`config.mk`:
```
export PLATFORM = sky130hd
export DESIGN_NAME = sram_arbiter
export DESIGN_NICKNAME = d
export VERILOG_FILES = /design/src/rtl/sram_arbiter.sv
export SDC_FILE = /design/constraint.sdc
export NUM_CORES = 1
export LEC_CHECK = 0
export CAP_MARGIN = 40
export CELL_PAD_IN_SITES_DETAIL_PLACEMENT = 1
export CELL_PAD_IN_SITES_GLOBAL_PLACEMENT = 1
export CORE_UTILIZATION = 26
export DETAILED_ROUTE_END_ITERATION = 8
export GPL_TIMING_DRIVEN = 0
export PLACE_DENSITY = 0.94
export SETUP_SLACK_MARGIN = 0.4
export SYNTH_ARGS = -nofsm -noshare
export SYNTH_HDL_FRONTEND = slang
export SYNTH_SLANG_ARGS = --single-unit
```
`constraint.sdc`:
```
create_clock -name clk -period 4.5 [get_ports clk]
set_input_delay 0.45 -clock clk [delete_from_list [all_inputs] [get_ports clk]]
set_output_delay 0.45 -clock clk [all_outputs]
set_load 0.02 [all_outputs]
```
`src/rtl/sram_arbiter.sv`:
```
// -----------------------------------------------------------------------------
// sram_arbiter
//
// Shares one SRAM-style slave port between an instruction-fetch master and a
// load/store (data) master. At most one transaction is in flight at a time.
//
// Transaction life cycle:
//   IDLE : a requesting master is granted combinationally (addr_ok pulses);
//          its request fields are captured at the same edge.
//   ADDR : the captured request is presented on sram_*; leave on sram_addr_ok.
//   DATA : wait for sram_data_ok, forward it to the owning master only.
//
// Parameters
//   DATA_PRIO   1: data master wins every tie; 0: round-robin on ties.
//
// Ports
//   clk, resetn                      clock (rising edge), async active-low reset
//   inst_req/wr/size/addr/wdata/wstrb  fetch request
//   inst_addr_ok/data_ok/rdata         fetch response
//   data_req/wr/size/addr/wdata/wstrb  load/store request
//   data_addr_ok/data_ok/rdata         load/store response
//   sram_req/wr/size/addr/wdata/wstrb  request to the shared slave
//   sram_addr_ok/data_ok/rdata         slave response
// -----------------------------------------------------------------------------
module sram_arbiter #(
  parameter int DATA_PRIO = 1
) (
  input  logic        clk,
  input  logic        resetn,

  input  logic        inst_req,
  input  logic        inst_wr,
  input  logic [1:0]  inst_size,
  input  logic [31:0] inst_addr,
  input  logic [31:0] inst_wdata,
  input  logic [3:0]  inst_wstrb,
  output logic        inst_addr_ok,
  output logic        inst_data_ok,
  output logic [31:0] inst_rdata,

  input  logic        data_req,
  input  logic        data_wr,
  input  logic [1:0]  data_size,
  input  logic [31:0] data_addr,
  input  logic [31:0] data_wdata,
  input  logic [3:0]  data_wstrb,
  output logic        data_addr_ok,
  output logic        data_data_ok,
  output logic [31:0] data_rdata,

  output logic        sram_req,
  output logic        sram_wr,
  output logic [1:0]  sram_size,
  output logic [31:0] sram_addr,
  output logic [31:0] sram_wdata,
  output logic [3:0]  sram_wstrb,
  input  logic        sram_addr_ok,
  input  logic        sram_data_ok,
  input  logic [31:0] sram_rdata
);

  typedef enum logic [1:0] {
    S_IDLE = 2'd0,
    S_ADDR = 2'd1,
    S_DATA = 2'd2
  } state_t;

  typedef enum logic [1:0] {
    OWN_NONE = 2'd0,
    OWN_INST = 2'd1,
    OWN_DATA = 2'd2
  } owner_t;

  // last_grant encoding: 0 = inst, 1 = data
  localparam logic LG_INST = 1'b0;
  localparam logic LG_DATA = 1'b1;

  state_t      state_q, state_d;
  owner_t      owner_q, owner_d;
  logic        last_grant_q, last_grant_d;

  logic        wr_q, wr_d;
  logic [1:0]  size_q, size_d;
  logic [31:0] addr_q, addr_d;
  logic [31:0] wdata_q, wdata_d;
  logic [3:0]  wstrb_q, wstrb_d;

  logic        gnt_inst;
  logic        gnt_data;
  logic        txn_done;

  // ---------------------------------------------------------------------------
  // Grant decision. Only IDLE grants, so the cycle in which sram_data_ok
  // returns (still DATA) never grants. Gating with resetn keeps addr_ok low
  // while reset is held even though the FSM already sits in IDLE.
  // ---------------------------------------------------------------------------
  always_comb begin
    gnt_inst = 1'b0;
    gnt_data = 1'b0;
    if (resetn && (state_q == S_IDLE)) begin
      if (inst_req && data_req) begin
        if (DATA_PRIO != 0) begin
          gnt_data = 1'b1;
        end else if (last_grant_q == LG_INST) begin
          gnt_data = 1'b1;
        end else begin
          gnt_inst = 1'b1;
        end
      end else if (inst_req) begin
        gnt_inst = 1'b1;
      end else if (data_req) begin
        gnt_data = 1'b1;
      end
    end
  end

  // Completion is only recognised in DATA; a stray sram_data_ok elsewhere
  // (e.g. left over from a transaction abandoned by reset) is dropped.
  assign txn_done = (state_q == S_DATA) && sram_data_ok;

  // ---------------------------------------------------------------------------
  // FSM: state register
  // ---------------------------------------------------------------------------
  always_ff @(posedge clk or negedge resetn) begin
    if (!resetn) begin
      state_q <= S_IDLE;
    end else begin
      state_q <= state_d;
    end
  end

  // ---------------------------------------------------------------------------
  // FSM: next-state logic
  // ---------------------------------------------------------------------------
  always_comb begin
    state_d = state_q;
    unique case (state_q)
      S_IDLE: if (gnt_inst || gnt_data) state_d = S_ADDR;
      S_ADDR: if (sram_addr_ok)         state_d = S_DATA;
      S_DATA: if (sram_data_ok)         state_d = S_IDLE;
      default:                          state_d = S_IDLE;
    endcase
  end

  // ---------------------------------------------------------------------------
  // Request capture, ownership and round-robin history. Fields are loaded only
  // on a grant and otherwise held, which keeps sram_* stable for the whole
  // transaction (including any slave address stall).
  // ---------------------------------------------------------------------------
  always_comb begin
    owner_d      = owner_q;
    last_grant_d = last_grant_q;
    wr_d         = wr_q;
    size_d       = size_q;
    addr_d       = addr_q;
    wdata_d      = wdata_q;
    wstrb_d      = wstrb_q;

    if (gnt_data) begin
      owner_d      = OWN_DATA;
      last_grant_d = LG_DATA;
      wr_d         = data_wr;
      size_d       = data_size;
      addr_d       = data_addr;
      wdata_d      = data_wdata;
      wstrb_d      = data_wstrb;
    end else if (gnt_inst) begin
      owner_d      = OWN_INST;
      last_grant_d = LG_INST;
      wr_d         = inst_wr;
      size_d       = inst_size;
      addr_d       = inst_addr;
      wdata_d      = inst_wdata;
      wstrb_d      = inst_wstrb;
    end else if (txn_done) begin
      owner_d      = OWN_NONE;
    end
  end

  always_ff @(posedge clk or negedge resetn) begin
    if (!resetn) begin
      owner_q      <= OWN_NONE;
      last_grant_q <= LG_INST;
      wr_q         <= 1'b0;
      size_q       <= 2'd0;
      addr_q       <= 32'd0;
      wdata_q      <= 32'd0;
      wstrb_q      <= 4'd0;
    end else begin
      owner_q      <= owner_d;
      last_grant_q <= last_grant_d;
      wr_q         <= wr_d;
      size_q       <= size_d;
      addr_q       <= addr_d;
      wdata_q      <= wdata_d;
      wstrb_q      <= wstrb_d;
    end
  end

  // ---------------------------------------------------------------------------
  // FSM: outputs
  // ---------------------------------------------------------------------------
  always_comb begin
    inst_addr_ok = gnt_inst;
    data_addr_ok = gnt_data;

    sram_req     = (state_q == S_ADDR);
    sram_wr      = wr_q;
    sram_size    = size_q;
    sram_addr    = addr_q;
    sram_wdata   = wdata_q;
    sram_wstrb   = wstrb_q;

    inst_data_ok = txn_done && (owner_q == OWN_INST);
    data_data_ok = txn_done && (owner_q == OWN_DATA);

    // Read data is broadcast; each master qualifies it with its own data_ok.
    inst_rdata   = sram_rdata;
    data_rdata   = sram_rdata;
  end

endmodule

```
## Word-level counts from Yosys, hierarchy flattened

Cells that the tools add are included.

- Latch bits: 0
- RAM bits: 0
- Memories kept: 0
- Bits in read-only memories: 0
- Flip-flop bits (word level): 75
- Output and inout port bits: 140

- Multiply operators: 0
- Shift-type cells: 0
- Muxes and demuxes: 24
- Divide/modulo/power cells: 0
- Bitwise operators: 0
- Add/sub/neg operators: 0
- Reductions and logical operators: 10
- $lt $le $gt $ge: 0
- Equality and inequality tests: 7

Operators by type and width:

| cell | count |
|---|---|
| 32-bit two-way mux | 4 |
| 2-bit two-way mux | 8 |
| 1-bit two-way mux | 9 |
| 4-bit two-way mux | 2 |
| 2-bit one-hot mux with 3 select lines | 1 |
| 1-bit logical AND | 5 |
| 2-bit by 1-bit == test with 1-bit output, second input constant | 2 |
| 2-bit == test, second input constant | 2 |
| 2-bit by 1-bit != test with 1-bit output, second input constant | 2 |
| 3-bit AND reduction | 1 |
| 3-bit nonzero test | 1 |
| 2-bit zero test | 1 |
| 2-bit != test, second input constant | 1 |
| 2-bit nonzero test | 1 |
| 1-bit logical OR | 1 |

## Logic depth before layout (Yosys ltp)

- Word-level depth: 7
- Mapped depth: 5
- Mapped depth without buffers: 4

## Least setup slack after synthesis

Ideal clock, no wire load.

- Path type: input-to-output
- Start: input resetn
- End: output inst_addr_ok
- Arrival: 1.317 ns
- Slack: 2.733 ns
- Buffers on the path: 1
- Stages: 4
- Cell sequence: nor3b_1 > clkbuf_1 > nand2_1 > nor2_1

- Word-level cells in the longest chain between the ends: 2

Ends and longest elaborated chain:

| item | RTL line | RTL |
|---|---|---|
| start, declared | 29 | `input logic resetn,` |
| 1-bit logical AND | 100 | `if (resetn && (state_q == S_IDLE)) begin` |
| 1-bit two-way mux | 100 |  |
| end, declared | 37 | `output logic inst_addr_ok,` |

Every way passes these cells.

## Worst setup path after layout

Ends and elaborated chain as after synthesis.

==> results.yml <==
outcome:
  status: "finished clean"
cts:
  cts_buffers: 9
  htree_num_levels: 3
  cts_resized: 0
  clockRootBuffer: "clkbuf_16"
  clk_pin_slew_ns: 0.05
  clock_latency_ns: 0.33
  cts_setup_buffers: 0
  ctsHoldBuffers: 0
  cts_buffer_depth: 2
  cts_sinks: 75
  cts_tree: "built"
global_routing:
  grt_overflow: 0
  grt_start_max_net_pins: 40
  grt_usage: 0.207
  grt_pass1_vias: 4832
  grt_pass1_wl_mm: 26.4
  antenna_found_initial: 0
logic_synthesis:
  ys_types: 19
  synth_compound_area_frac: 0.367
  synth_top_area_frac: 0.447
  synthArstFlopShare: 1.00
  synth.cell_area_mm2: 0.00420
  postSynthCellCount: 339
  synthSimpleGateAreaFrac: 0.0185
  synth_xor_area_frac: 0
  synth_top_family_by_area: "compound AO/OA/AOI/OAI gates"
  synth_largest_area_cell: "dfrtp_1"
  syn_avg_cell_area_um2: 12.4
  synth_edf_count: 0
  synth_common_cells: "75 x dfrtp_1, 71 x o221a_2, 71 x o32a_1"
  ys_seq_elements: 75
  synth_mux_area_frac: 0
  yosysWarnings: 0
  synth_flop_cell: "dfrtp_1"
  ys_seq_area_frac: 0.447
  synth.area.top_cells: "dfrtp_1 45%, o221a_2 19%, o32a_1 17%"
  yosysMostFrequentCell: "dfrtp_1"
  synth_nets: 519
  synthAdderAreaFrac: 0
layout:
  syn_to_final_growth_pct: 83.4
  fill_cells: 1642
  design_area_mm2: 0.00770
  drive_above_1_share: 0.263
  nets: 818
  fin_cells: 859
  n_antenna_cell: 0
  utilization: 0.487
detailed_routing:
  drtPass1Iterations: 4
  antenna_left: 0
  drc: 0
  drt_iter0_drc: 201
  drt-total-wl_mm: 17.7
  num_vias: 4396
  viasPerCell: 5.12
  avgRoutedWirePerCell_um: 20.6
timing:
  slew_headroom: 0.559
  setup_viol: 0
  finClkSkew_ns: 0.00371
  hold_slack_ns: 0.0893
  finalMaxSlewViolations: 0
  grt_setup_unrepaired: "no"
  post-route-period-util: 0.741
  timing_hold_violations_final: 0
  finalCriticalPeriod_ns: 3.33
  worstMarginPinSlew_ns: 0.662
  max_freq_ghz: 0.300
pwr:
  clockPowerShare: 0.183
  ir_drop_mv: 0.239
  p_comb_frac: 0.523
  p_seq_frac: 0.294
  p_sw_w: 0.00166
  p_per_area_mw_per_mm2: 591
  p_leak_nw: 2.97
  power_w: 0.00455
  intPower_w: 0.00289
  swShare: 0.365
floorplan:
  ios: 320
  initial_core_util: 0.265
  dieArea_mm2: 0.0167
  core-area_mm2: 0.0158
  fp.dieW_um: 129
  die_h_um: 129
  fp-row-count: 46
place:
  place_congestion: 0.701
  hpwl_mm: 13.7
  post_dp_cell_area_mm2: 0.00736
  dp.cells: 843
  portBuffers: 287
worst_setup_path:
  reg2reg_slack_ns: 2.51
  reg2reg_from: "state_q[1]"
  cp.required_ns: 4.05
  critPathLaunchType: "input port"
  ff2ff_path_depth: 4
  crit_fanout: 39
  worstReg2RegEnd: "sram_wdata[12]"
  setup.worst_path.end_class: "output pin"
  crit_start: "resetn"
  arrival_ns: 2.88
  crit_type: "in2out"
flow_run:
  cap_viol_max_count: 0
min_path:
  hold_path_class: "in2async"
## state kept, by name, indices dropped and copies added, names as in the netlist
name and count:
state_q 2, sram_wstrb 4, sram_wr 1, sram_addr 32, sram_wdata 32, owner_q 2, sram_size 2
## worst max path at each step
stage                         to  slack (ns)  cells past startpoint
finish              inst_addr_ok        1.17                      6
global placement    inst_addr_ok       -1.54                      6
detailed placement  inst_addr_ok        1.02                      6
CTS                 inst_addr_ok        1.00                      6
floorplan           inst_addr_ok        2.73                      4
global route        inst_addr_ok        0.86                      6
## cell usage in the layout, fill, tap and decap left out, types with 2 or more instances in the layout
cell             instances
nand2_1                  3
clkbuf_16                9
o32a_1                  71
nor2_1                   2
buf_4                   65
clkinv_2                 2
o221a_2                 71
a22o_1                   2
inv_1                    2
clkbuf_1                25
nor3b_1                  3
bufinv_16                3
buf_2                    7
buf_6                    8
clkdlybuf4s50_1        286
dfrtp_1                 75
## worst max-delay path, cell delays in order
cell,delay [ns]
buf_4,0.41
nor3b_1,0.40
clkbuf_1,0.56
nand2_1,0.23
nor2_1,0.13
clkdlybuf4s50_1,0.66
## cell type report
cell class	count	area [um^2]	area share
Clock buffer	11	243	0.0315
Clock inverter	5	100	0.0130
Inverter	2	7.51	0.000975
Multi-Input combinational cell	159	1620	0.210
Timing Repair Buffer	288	2890	0.375
Buffer	103	696	0.0903
Sequential cell	75	1880	0.244
Tap cell	216	270	0.0351
## logic make-up (layout without fill, tap and decap cells)
logic type | Yosys count | in the layout
AOI/OAI and AO/OA | 146 | 146
DFF | 75 | 75
buffers and inverters | 105 | 409
and+or+nand+nor | 13 | 13
## power by group through the flow
stage	sequential, W	combinational (W)	clock [W]
detailed placement	0.00134	0.00239	0
floorplan	0.00168	0.000873	0
global placement	0.00130	0.00231	0
global route	0.00139	0.00251	0.000876
CTS	0.00133	0.00240	0.000852
finish	0.00134	0.00238	0.000833
## metrics by stage
step | setup slack [ns] | setup TNS, ns
after floorplan | 2.73 | 0
after CTS | 1.00 | 0
after global routing | 0.859 | 0
after detailed placement | 1.02 | 0
final | 1.17 | 0
after global placement | -1.54 | -50.06
## layer usage
metal / up-vias / GRT usage / share of wire
met5: - / 0 / 0
li1: 1967 / - / -
met2: 204 / 0.381 / 0.53
met4: 0 / 0.0630 / 0.013
met3: 17 / 0.0454 / 0.066
met1: 2208 / 0.238 / 0.40
(Power assumes the default switching activity.)
